**config.mk**
```make
export PLATFORM = sky130hd
export DESIGN_NAME = branch_ctrl
export DESIGN_NICKNAME = d
export VERILOG_FILES = /design/src/rtl/proc_pkg.sv /design/src/rtl/ret_stack.sv /design/src/rtl/branch_ctrl.sv
export SDC_FILE = /design/constraint.sdc
export NUM_CORES = 1
export LEC_CHECK = 0
export BUFFER_PORTS_ARGS = -buffer_cell sky130_fd_sc_hd__buf_2
export CORE_UTILIZATION = 65
export CTS_BUF_LIST = sky130_fd_sc_hd__clkbuf_4
export CTS_CLUSTER_DIAMETER = 40
export DETAILED_ROUTE_END_ITERATION = 10
export PLACE_DENSITY_LB_ADDON = 0.12
export SYNTH_ARGS = -nofsm -noshare
export SYNTH_HDL_FRONTEND = slang
export SYNTH_SLANG_ARGS = --single-unit
```
**constraint.sdc**
```tcl
create_clock -name Clk -period 2.97 [get_ports Clk]
set_clock_uncertainty 0.1 [all_clocks]
set_input_delay 0.4455 -clock Clk [delete_from_list [all_inputs] [get_ports Clk]]
set_output_delay 0.4455 -clock Clk [all_outputs]
set_load 0.02 [all_outputs]
```
**src/rtl/proc_pkg.sv**
```systemverilog
// Shared encodings for the branch controller: opcode and FSM state types,
// plus the raw opcode decoder (unused codes fall back to NOP).
package proc_pkg;

   typedef enum logic [2:0] {
      OP_NOP  = 3'd0,
      OP_JMP  = 3'd1,
      OP_BRF  = 3'd2,
      OP_CALL = 3'd3,
      OP_RET  = 3'd4
   } op_e;

   typedef enum logic [1:0] {
      ST_IDLE  = 2'd0,
      ST_RUN   = 2'd1,
      ST_FAULT = 2'd2
   } state_e;

   function automatic op_e decode_op(input logic [2:0] raw);
      op_e op;
      case (raw)
         3'd1:    op = OP_JMP;
         3'd2:    op = OP_BRF;
         3'd3:    op = OP_CALL;
         3'd4:    op = OP_RET;
         default: op = OP_NOP;
      endcase
      return op;
   endfunction

endpackage

```
**src/rtl/ret_stack.sv**
```systemverilog
// Return-address stack for CALL/RET; only built when BRANCH_CTRL_RET_STACK_EN
// is defined. Push is ignored when full, pop when empty; clear wins over both.
`ifdef BRANCH_CTRL_RET_STACK_EN
module ret_stack #(
   parameter int T     = 10,
   parameter int DEPTH = 4
) (
   input  logic                     clk,
   input  logic                     rst_n,
   input  logic                     clear,
   input  logic                     push,
   input  logic                     pop,
   input  logic [T-1:0]             push_data,
   output logic [T-1:0]             top,
   output logic [$clog2(DEPTH):0]   depth,
   output logic                     full,
   output logic                     empty
);
   localparam int AW = $clog2(DEPTH);
   localparam logic [AW:0] FULL_CNT = (AW+1)'(DEPTH);

   logic [T-1:0]  mem [DEPTH];
   logic [AW-1:0] wr_ptr;
   logic [AW-1:0] top_ptr;

   assign wr_ptr  = depth[AW-1:0];
   assign top_ptr = wr_ptr - AW'(1);
   assign full    = (depth == FULL_CNT);
   assign empty   = (depth == '0);
   assign top     = mem[top_ptr];

   always_ff @(posedge clk or negedge rst_n) begin
      if (!rst_n) begin
         depth <= '0;
         for (int i = 0; i < DEPTH; i++) mem[i] <= '0;
      end else if (clear) begin
         depth <= '0;
      end else if (push && !full) begin
         mem[wr_ptr] <= push_data;
         depth       <= depth + 1'b1;
      end else if (pop && !empty) begin
         depth <= depth - 1'b1;
      end
   end

endmodule
`endif

```
**src/rtl/branch_ctrl.sv**
```systemverilog
// Branch controller: decodes JMP/BRF/CALL/RET into zero-latency fetch requests
// from a target LUT. Return stack and FAULT exist only with BRANCH_CTRL_RET_STACK_EN.
//
// state    | meaning
// ---------+-----------------------------------------------------------
// ST_IDLE  | held while Start is high; no requests, stack cleared
// ST_RUN   | decoding valid ops into branch requests
// ST_FAULT | return-stack overflow/underflow seen; waits for Start/Reset
module branch_ctrl
   import proc_pkg::*;
#(
   parameter int T     = 10,
   parameter int DEPTH = 4,
   parameter int LUTW  = 4
) (
   input  logic                     Clk,
   input  logic                     Reset,
   input  logic                     Start,
   input  logic [T-1:0]             ProgCtr,
   input  logic                     OpValid,
   input  logic [2:0]               Op,
   input  logic [LUTW-1:0]          LutIdx,
   input  logic                     ALU_flag,
   input  logic                     LutWe,
   input  logic [LUTW-1:0]          LutWAddr,
   input  logic [T-1:0]             LutWData,
   output logic                     BranchAbs,
   output logic                     BranchRelEn,
   output logic [T-1:0]             Target,
   output logic [$clog2(DEPTH):0]   StackDepth,
   output logic                     Fault
);
   localparam int LUTN = 2**LUTW;

   state_e       state;
   state_e       state_nxt;
   op_e          op;
   logic [T-1:0] lut [LUTN];
   logic [T-1:0] lut_rd;
   logic         push;
   logic         pop;
   logic         unused_ok;

   assign op     = decode_op(Op);
   assign lut_rd = lut[LutIdx];

   // Registered LUT: a read in the write cycle still sees the old entry.
   always_ff @(posedge Clk or negedge Reset) begin
      if (!Reset) begin
         for (int i = 0; i < LUTN; i++) lut[i] <= '0;
      end else if (LutWe) begin
         lut[LutWAddr] <= LutWData;
      end
   end

   always_ff @(posedge Clk or negedge Reset) begin
      if (!Reset) state <= ST_IDLE;
      else        state <= state_nxt;
   end

`ifdef BRANCH_CTRL_RET_STACK_EN
   logic [T-1:0] stk_top;
   logic         stk_full;
   logic         stk_empty;

   ret_stack #(.T(T), .DEPTH(DEPTH)) u_ret_stack (
      .clk       (Clk),
      .rst_n     (Reset),
      .clear     (Start),
      .push      (push),
      .pop       (pop),
      .push_data (ProgCtr + T'(1)),
      .top       (stk_top),
      .depth     (StackDepth),
      .full      (stk_full),
      .empty     (stk_empty)
   );

   assign Fault     = (state == ST_FAULT);
   // The fetch stage resolves the BRF condition itself.
   assign unused_ok = ALU_flag;
`else
   assign StackDepth = '0;
   assign Fault      = 1'b0;
   assign unused_ok  = ^{ALU_flag, ProgCtr, push, pop};
`endif

   always_comb begin
      state_nxt   = state;
      BranchAbs   = 1'b0;
      BranchRelEn = 1'b0;
      Target      = '0;
      push        = 1'b0;
      pop         = 1'b0;
      case (state)
         ST_IDLE: state_nxt = ST_RUN;
         ST_RUN: begin
            if (OpValid) begin
               case (op)
                  OP_JMP: begin
                     BranchAbs = 1'b1;
                     Target    = lut_rd;
                  end
                  OP_BRF: begin
                     BranchRelEn = 1'b1;
                     Target      = lut_rd;
                  end
`ifdef BRANCH_CTRL_RET_STACK_EN
                  OP_CALL: begin
                     if (stk_full) begin
                        state_nxt = ST_FAULT;
                     end else begin
                        BranchAbs = 1'b1;
                        Target    = lut_rd;
                        push      = 1'b1;
                     end
                  end
                  OP_RET: begin
                     if (stk_empty) begin
                        state_nxt = ST_FAULT;
                     end else begin
                        BranchAbs = 1'b1;
                        Target    = stk_top;
                        pop       = 1'b1;
                     end
                  end
`else
                  OP_CALL: begin
                     BranchAbs = 1'b1;
                     Target    = lut_rd;
                  end
`endif
                  default: ;
               endcase
            end
         end
         default: ;
      endcase
      if (Start) state_nxt = ST_IDLE;
   end

endmodule

```
==> results of run 1 <==
[timing repair]
action                                 4_1_cts  5_1_grt
endpoints found under the hold margin       69        0
setup endpoints to repair                    0        0
hold buffers                                 2        0
[registers in the layout, indices dropped and copies added (netlist names)]
name / count
lut: 160
state: 1
[area by class of cell]
| class | count | area share |
|---|---|---|
| sequential | 161 | 0.500 |
| timing repair buffer | 47 | 0.0399 |
| multi-input combinational | 265 | 0.395 |
| inverter | 1 | 0.000466 |
| tap | 140 | 0.0218 |
| clock inverter | 15 | 0.0269 |
| clock buffer | 17 | 0.0159 |
[through the flow]
stage / cells / power [mW] / setup WS (ns)
3_5_place_dp: 612 / 4.04 / 0.399
5_1_grt: 646 / 5.76 / 0.204
2_1_floorplan: 459 / 3.73 / 0.801
3_3_place_gp: 612 / 3.94 / 0.400
4_1_cts: 646 / 5.53 / 0.297
6_report: 646 / 5.48 / 0.303
[layer usage]
layer / track usage / vias to the layer above
met5: 0 / -
met4: 0.0820 / 0
met3: 0.0711 / 23
met2: 0.452 / 124
met1: 0.407 / 2147
li1: - / 1792
[power breakdown]
part | switching, mW | total (mW) | leakage (nW) | internal [mW]
Sequential | 0.246 | 2.94 | 1.97 | 2.69
Clock | 0.755 | 1.50 | 0.174 | 0.746
Combinational | 0.374 | 1.04 | 1.37 | 0.668
[Yosys cell counts]
| library cell | instances | area, µm² |
|---|---|---|
| inv_1 | 1 | 3.75 |
| o22ai_1 | 10 | 62.6 |
| nor3b_1 | 2 | 15.0 |
| nand3_1 | 1 | 5.00 |
| buf_1 | 1 | 3.75 |
| and3_1 | 1 | 6.26 |
| nor2_2 | 9 | 56.3 |
| buf_6 | 2 | 22.5 |
| and2_1 | 1 | 6.26 |
| or3_1 | 4 | 25.0 |
| conb_1 | 1 | 3.75 |
| buf_4 | 10 | 75.1 |
| mux2_1 | 2 | 22.5 |
| clkbuf_1 | 14 | 52.6 |
| nand2_2 | 1 | 6.26 |
| nand3b_1 | 5 | 37.5 |
| nand2b_1 | 3 | 18.8 |
| nor2_1 | 2 | 7.51 |
| mux2i_1 | 20 | 200 |
| buf_2 | 5 | 25.0 |
| nand2_1 | 1 | 3.75 |
| dfrtp_1 | 161 | 4030 |
| and3b_1 | 1 | 8.76 |
| mux2_2 | 158 | 1780 |
| mux4_2 | 40 | 901 |
[final timing paths]
kind                       slack, ns   startpoint   endpoint  depth (start not counted)
min in group asynchronous       0.32        Reset   lut[159]                          2
max                             0.30     state[0]  Target[2]                          4
max reg2reg                     2.08      lut[67]    lut[67]                          1
max in group asynchronous       1.67        Reset    lut[34]                          3
min reg2reg                     0.41      lut[27]    lut[27]                          1
min                             0.22  LutWData[6]   lut[116]                          2
[logic make-up after synthesis]
logic type             synth area share
muxes                             0.393
DFF                               0.546
buffers and inverters            0.0248
and+or+nand+nor                  0.0266
AOI/OAI and AO/OA               0.00848
other                          0.000508
==> flow_metrics.py, run 1 <==
metrics = {
    "sta": {
        "finalSetupViolCount": 0,
        "drv_slew": 0,
        "fin_crit_sh": 0.898,
        "holdWs_ns": 0.224,
        "final.setup.tns_ns": 0,
        "timing.fmax_mhz": 375,
        "post-route-min-period_ns": 2.67,
        "hold_violations": 0,
        "worstMarginPinSlew_ns": 0.735,
        "rsz0062_at_grt": "false",
        "relSlewSlack": 0.509,
    },
    "yosys": {
        "yosys_warnings": 0,
        "synth_area_um2": 7380,
        "avgSynthCellArea_um2": 16.2,
        "yosysSeqAreaShare": 0.546,
        "yosys_register_bits": 161,
        "synth_cells": 456,
        "yosys.cell_types.count": 25,
    },
    "routing": {
        "drtIter0Drc": 281,
        "wl_met2_um": 7070,
        "drc": 0,
        "vias": 4086,
        "drt_wl_total_um": 14700,
        "wl_met1_um": 6540,
        "antenna_left": 0,
        "wl_met3_um": 828,
        "viasPerCell": 6.33,
        "top_layer_used": "met4",
        "wl_per_cell_um": 22.7,
        "drtPass1Iterations": 7,
    },
    "clocking": {
        "clock_sinks": 161,
        "cts_tree": "built",
        "clockBufferDepth": 2,
        "post_cts_buffers": 0,
        "path_clk_slew_ns": 0.14,
        "h-tree-depth": 4,
        "clock-root-buffer": "clkbuf_4",
        "numCtsBuffers": 17,
        "clock_latency_ns": 0.57,
        "ctsResizeCount": 0,
    },
    "cells_and_area": {
        "final_common_cell": "dfrtp_1",
        "drive_gt1_frac": 0.557,
        "n_antenna_cell": 0,
        "layout_common_cells": "161 x dfrtp_1, 158 x mux2_2, 40 x mux4_2",
        "fill_cells": 705,
        "multiInputGateArea_um2": 3180,
        "syn2layout_area_growth_pct": 9.12,
        "seqCellArea_um2": 4030,
        "nNetsFinal": 530,
        "fin_util": 0.736,
        "stdcell_area_um2": 8050,
    },
    "pwr": {
        "cellLeakagePower_nw": 3.52,
        "powerDensity_nw_per_um2": 681,
        "vdd_ir_drop_max_mv": 0.491,
    },
    "floorplanning": {
        "start_util": 0.675,
        "dieArea_um2": 11800,
        "io_pins": 53,
        "num_rows": 38,
        "die_x_um": 109,
        "die_h_um": 109,
        "core_um2": 10900,
    },
    "worst_setup_path": {
        "path_max_fanout": 10,
        "crit_chain": "nand3b_1, or3_1, o22ai_1, buf_2",
        "critical_path.slowest_cell": "or3_1",
        "critical-path-max-stage-delay_ns": 0.55,
        "worstPathArrival_ns": 2.12,
        "crit_family": "simple AND/OR/NAND/NOR gates",
        "crit_required_ns": 2.42,
        "crit_buf_inv": 1,
        "path_class": "flop to primary output",
        "cp-start-kind": "flop",
        "crit_path_end_kind": "primary output",
    },
    "worst_hold_path": {
        "hold_path_class": "primary input to flop",
    },
    "global_route": {
        "grt_pass1_wl_um": 24000,
        "grt_usage": 0.289,
        "grt_max_degree": 73,
        "grt_pass1_vias": 4356,
        "grt-ovfl-total": 0,
        "antenna_found_initial": 0,
    },
    "placement": {
        "place_area_um2": 7690,
        "io_buffers": 37,
        "gp_congestion": 0.793,
        "dp_hpwl_um": 9200,
    },
    "flow_run": {
        "max_cap_violations": 0,
    },
    "run_status": {
        "outcome": "finished, final reports clean",
    },
}
(Power assumes the default switching activity.)
==> run 2: changes to the inputs <==
--- a/config.mk
+++ b/config.mk
@@ -10,7 +10,8 @@
 export CTS_BUF_LIST = sky130_fd_sc_hd__clkbuf_4
 export CTS_CLUSTER_DIAMETER = 40
 export DETAILED_ROUTE_END_ITERATION = 10
-export PLACE_DENSITY_LB_ADDON = 0.12
+export PLACE_DENSITY = 0.93
+export REMOVE_ABC_BUFFERS = 1
 export SYNTH_ARGS = -nofsm -noshare
 export SYNTH_HDL_FRONTEND = slang
 export SYNTH_SLANG_ARGS = --single-unit
==> flow_metrics.py, run 2 (synthesized netlist as in run 1, its figures left out) <==
metrics = {
    "floorplanning": {
        "core_um2": 10900,
        "die_h_um": 109,
        "dieArea_um2": 11800,
        "die_x_um": 109,
        "num_rows": 38,
        "io_pins": 53,
        "start_util": 0.675,
    },
    "sta": {
        "final.setup.tns_ns": 0,
        "rsz0062_at_grt": "false",
        "timing.fmax_mhz": 383,
        "worstMarginPinSlew_ns": 0.790,
        "hold_violations": 0,
        "finalSetupViolCount": 0,
        "timing.final.ws_setup_ns": 0.361,
        "fin_crit_sh": 0.878,
        "drv_slew": 0,
        "post-route-min-period_ns": 2.61,
        "relSlewSlack": 0.473,
    },
    "placement": {
        "place_area_um2": 7660,
        "io_buffers": 37,
        "dp_hpwl_um": 9340,
        "gp_congestion": 0.777,
        "dp_slack_ns": 0.330,
    },
    "pwr": {
        "powerDensity_nw_per_um2": 670,
        "power_mw": 5.34,
        "p_int_mw": 3.97,
        "switching_share": 0.256,
        "p_comb_frac": 0.198,
        "seq_power_share": 0.550,
        "vdd_ir_drop_max_mv": 0.682,
        "switching_power_mw": 1.37,
        "clockPowerShare": 0.252,
        "cellLeakagePower_nw": 3.49,
    },
    "clocking": {
        "clock-root-buffer": "clkbuf_4",
        "numCtsBuffers": 17,
        "clock_sinks": 161,
        "cts_tree": "built",
        "clock_latency_ns": 0.55,
        "post_cts_buffers": 0,
        "h-tree-depth": 4,
        "path_clk_slew_ns": 0.13,
        "clockBufferDepth": 2,
    },
    "cells_and_area": {
        "layout_common_cells": "161 x dfrtp_1, 158 x mux2_2, 40 x mux4_2",
        "fill_cells": 674,
        "stdcell_area_um2": 7980,
        "multiInputGateArea_um2": 3180,
        "nNetsFinal": 530,
        "top_register": "lut",
        "final_common_cell": "dfrtp_1",
        "largest_register_ffs": 160,
        "drive_gt1_frac": 0.558,
        "n_antenna_cell": 0,
        "reg.largest.list": "lut (160), state (1)",
        "fin_util": 0.729,
        "syn2layout_area_growth_pct": 8.11,
        "seqCellArea_um2": 4030,
    },
    "global_route": {
        "grt_pass1_vias": 4488,
        "grt-ovfl-total": 0,
        "grt_pass1_wl_um": 23600,
        "grt_usage": 0.281,
        "antenna_found_initial": 0,
        "grt_max_degree": 75,
    },
    "run_status": {
        "outcome": "finished, final reports clean",
    },
    "worst_setup_path": {
        "path_class": "primary input to primary output",
        "critical-path-max-stage-delay_ns": 0.57,
        "crit_required_ns": 2.42,
        "crit_chain": "buf_2, buf_12, mux4_2, mux2i_1, o22ai_1, buf_2",
        "crit_top_cell": "buf_2",
        "worstPathArrival_ns": 2.06,
        "crit_path_end_kind": "primary output",
        "path_max_fanout": 40,
        "crit_family": "multiplexers",
        "crit_buf_inv": 3,
        "cp-start-kind": "primary input",
        "r2r_slack_ns": 2.08,
        "critical_path.slowest_cell": "mux4_2",
    },
    "worst_hold_path": {
        "hold_path_class": "primary input to flop",
    },
    "routing": {
        "drt_wl_total_um": 14400,
        "viasPerCell": 6.32,
        "wl_per_cell_um": 22.3,
        "drtPass1Iterations": 4,
        "drtIter0Drc": 219,
        "antenna_left": 0,
        "drc": 0,
        "vias": 4077,
    },
    "flow_run": {
        "max_cap_violations": 0,
    },
}
[run 2: changes by cell type in the layout (fill, tap and decap cells not counted), sizes merged]
cell      before  now
bufinv         5    3
clkbuf        17   21
clkinv         8    5
clkinvlp       2    1
inv            1    2
[run 2: repair_timing]
item,4_1_cts,5_1_grt
hold buffers,2,0
resized for setup,0,0
hold endpoints to repair,73,0
[run 2: cell type report]
class,instances,area share
tap,140,0.0220
timing repair buffer,47,0.0372
inverter,1,0.000471
multi-input combinational,265,0.398
clock buffer,21,0.0198
clock inverter,10,0.0171
sequential,161,0.505
[run 2: worst paths after layout]
path | startpoint | to | depth (start not counted)
worst max-delay path | LutIdx[0] | Target[9] | 6
worst min-delay path | LutWData[6] | lut[156] | 2
worst max register to register | lut[84] | lut[84] | 1
worst min register to register | lut[67] | lut[67] | 1
max in group asynchronous | Reset | lut[121] | 3
min in group asynchronous | Reset | lut[113] | 2
[run 2: layer usage]
layer | track usage | part of all wire | vias to the layer above
met3 | 0.0615 | 0.056 | 27
met1 | 0.383 | 0.42 | 2161
met4 | 0.101 | 0.021 | 0
li1 | - | - | 1775
met2 | 0.453 | 0.50 | 114
met5 | 0 | 0 | -
[run 2: power by group through the flow]
stage	logic, mW	registers, mW	clock network (mW)
2_1_floorplan	0.791	2.89	0
3_3_place_gp	0.996	2.93	0
3_5_place_dp	1.06	2.98	0
4_1_cts	1.07	2.94	1.36
5_1_grt	1.14	3.00	1.46
6_report	1.06	2.94	1.35
[run 2: per-stage QoR]
step	cells	hold WS, ns
floorplan	427	0.0499
global placement	612	0.363
detailed placement	612	0.377
CTS	645	0.217
global route	645	0.211
finish	645	0.243
==> run 3: changes to the inputs <==
--- a/config.mk
+++ b/config.mk
@@ -5,6 +5,7 @@
 export SDC_FILE = /design/constraint.sdc
 export NUM_CORES = 1
 export LEC_CHECK = 0
+export ABC_AREA = 1
 export BUFFER_PORTS_ARGS = -buffer_cell sky130_fd_sc_hd__buf_2
 export CORE_UTILIZATION = 65
 export CTS_BUF_LIST = sky130_fd_sc_hd__clkbuf_4
==> flow_metrics.py, run 3 <==
metrics = {
    "routing": {
        "vias": 6492,
        "viasPerCell": 5.91,
        "top_layer_used": "met4",
        "drtPass1Iterations": 5,
        "drc": 0,
        "drt_wl_total_um": 18300,
        "wl_met3_um": 1660,
        "wl_met1_um": 7650,
        "wl_met2_um": 8500,
        "antenna_left": 0,
        "wl_per_cell_um": 16.7,
        "drtIter0Drc": 653,
    },
    "cells_and_area": {
        "reg.largest.list": "lut (160), state (1)",
        "multiInputGateArea_um2": 3040,
        "syn2layout_area_growth_pct": 4.38,
        "n_antenna_cell": 0,
        "largest_register_ffs": 160,
        "drive_gt1_frac": 0.117,
        "layout_common_cells": "296 x nand2_1, 161 x dfrtp_1, 117 x nand3_1",
        "fin_util": 0.697,
        "nNetsFinal": 983,
        "top_register": "lut",
        "seqCellArea_um2": 4030,
        "fill_cells": 914,
        "final_common_cell": "nand2_1",
    },
    "sta": {
        "hold_violations": 0,
        "timing.final.ws_setup_ns": 0.286,
        "post-route-min-period_ns": 2.68,
        "timing.fmax_mhz": 373,
        "drv_slew": 0,
        "worstMarginPinSlew_ns": 0.876,
        "finalSetupViolCount": 0,
        "final.setup.tns_ns": 0,
        "relSlewSlack": 0.415,
        "rsz0062_at_grt": "false",
        "fin_crit_sh": 0.904,
    },
    "yosys": {
        "netlist_top_cells_count": "296 x nand2_1, 161 x dfrtp_1, 117 x nand3_1",
        "yosys_warnings": 0,
        "synth_area_um2": 7630,
        "ys.flop_type": "dfrtp_1",
        "synth_compound_area_frac": 0.126,
        "yosysMostFrequentCell": "nand2_1",
        "yosysSeqAreaShare": 0.528,
        "avgSynthCellArea_um2": 8.09,
        "yosys_register_bits": 161,
        "yosys-mux-area-fraction": 0,
        "synth_edf_count": 0,
        "synth.top_cells.by_area": "dfrtp_1 53%, nand2_1 15%, nand3_1 7.7%",
        "synth_top_family_by_area": "simple AND/OR/NAND/NOR gates",
        "async_flop_share": 1.00,
        "yosys.area.top_type": "dfrtp_1",
        "synth_xor_area_frac": 0,
        "synthSimpleGateAreaFrac": 0.271,
        "synth_cells": 943,
        "synth_top_area_share": 0.528,
        "synthAdderAreaFrac": 0,
        "yosys.cell_types.count": 23,
    },
    "floorplanning": {
        "io_pins": 53,
        "num_rows": 39,
        "die_h_um": 110,
        "dieArea_um2": 12200,
        "start_util": 0.668,
        "core_um2": 11400,
        "die_x_um": 110,
    },
    "global_route": {
        "antenna_found_initial": 0,
        "grt_pass1_wl_um": 29300,
        "grt_pass1_vias": 5953,
        "grt-ovfl-total": 0,
        "grt_max_degree": 73,
        "grt_usage": 0.328,
    },
    "placement": {
        "io_buffers": 37,
        "dp_hpwl_um": 11400,
        "gp_congestion": 0.859,
        "dp_slack_ns": 0.538,
    },
    "worst_hold_path": {
        "whs_endpoint": "lut[88]",
        "hold_path_class": "primary input to flop",
        "whs_path_depth": 3,
        "min-delay-start": "LutWData[8]",
    },
    "worst_setup_path": {
        "crit_start": "state[0]",
        "crit_path_end_kind": "primary output",
        "r2r_slack_ns": 2.13,
        "path_max_fanout": 10,
        "crit_required_ns": 2.42,
        "path_class": "flop to primary output",
        "rr_endpoint": "lut[35]",
        "cp-start-kind": "flop",
        "worstPathArrival_ns": 2.14,
        "r2r-start": "lut[35]",
        "ff2ff_path_depth": 2,
    },
    "pwr": {
        "powerDensity_nw_per_um2": 632,
        "power_mw": 5.03,
        "cellLeakagePower_nw": 3.80,
        "vdd_ir_drop_max_mv": 0.387,
    },
    "flow_run": {
        "max_cap_violations": 0,
    },
    "clocking": {
        "cts_tree": "built",
        "clock_sinks": 161,
        "numCtsBuffers": 17,
        "post_cts_buffers": 0,
        "h-tree-depth": 4,
        "clock_latency_ns": 0.57,
        "clockBufferDepth": 2,
        "path_clk_slew_ns": 0.12,
        "clock-root-buffer": "clkbuf_4",
    },
    "run_status": {
        "outcome": "finished, final reports clean",
    },
}
[run 3: cell count changes in the layout (fill, tap and decap cells not counted), moves of 59 or more]
cell,delta
nand2_1,+295
mux2_2,-158
nand3_1,+116
nor2_1,+72
o21ai_0,+70
a21oi_1,+59
[run 3: how the worst max path moves through the flow]
stage                            to  slack (ns)  depth (start not counted)
after floorplan           Target[0]        1.01                          5
after global placement    Target[5]        0.56                         10
after detailed placement  Target[5]        0.54                         10
after CTS                 Target[5]        0.29                          5
after global routing      Target[5]        0.13                          5
final                     Target[5]        0.29                          5
[run 3: layer usage]
layer | GRT usage | vias to the layer above
li1 | - | 3064
met1 | 0.435 | 3084
met2 | 0.519 | 299
met3 | 0.0717 | 45
met4 | 0.148 | 0
met5 | 0 | -
[run 3: layout make-up]
cell class	instances	area share
tap	143	0.0225
sequential	161	0.506
timing repair buffer	58	0.0492
clock buffer	22	0.0207
clock inverter	7	0.00817
inverter	23	0.0115
multi-input combinational	685	0.382
[run 3: stage by stage]
stage | hold WS [ns] | cell area, µm² | instances
3_5_place_dp | 0.368 | 7710 | 1068
2_1_floorplan | 0.0499 | 7160 | 869
4_1_cts | 0.280 | 7960 | 1099
6_report | 0.307 | 7960 | 1099
5_1_grt | 0.289 | 7960 | 1099
3_3_place_gp | 0.365 | 7710 | 1068
[run 3: kinds of logic (layout without fill, tap and decap cells)]
family,after synthesis,after routing
compound gates,181,181
buf+inv,100,110
flops,161,161
other cells,1,4
simple gates,500,500
[run 3: worst max-delay path, cell delays in order (launching register included)]
cell     delay [ns]
dfrtp_1        0.36
nand3_1        0.09
o21ai_1        0.54
nand2_1        0.19
nor2_1         0.19
buf_2          0.19
[run 3: what timing repair did]
item,4_1_cts,5_1_grt
hold buffers,2,0
hold endpoints to repair,69,0
gates resized for setup,0,0
[run 3: report_power, final]
group          switching [mW]  total, mW  internal (mW)
registers               0.250       2.91           2.66
logic                   0.587      0.974          0.388
clock network           0.710       1.15          0.440
total                    1.55       5.03           3.48
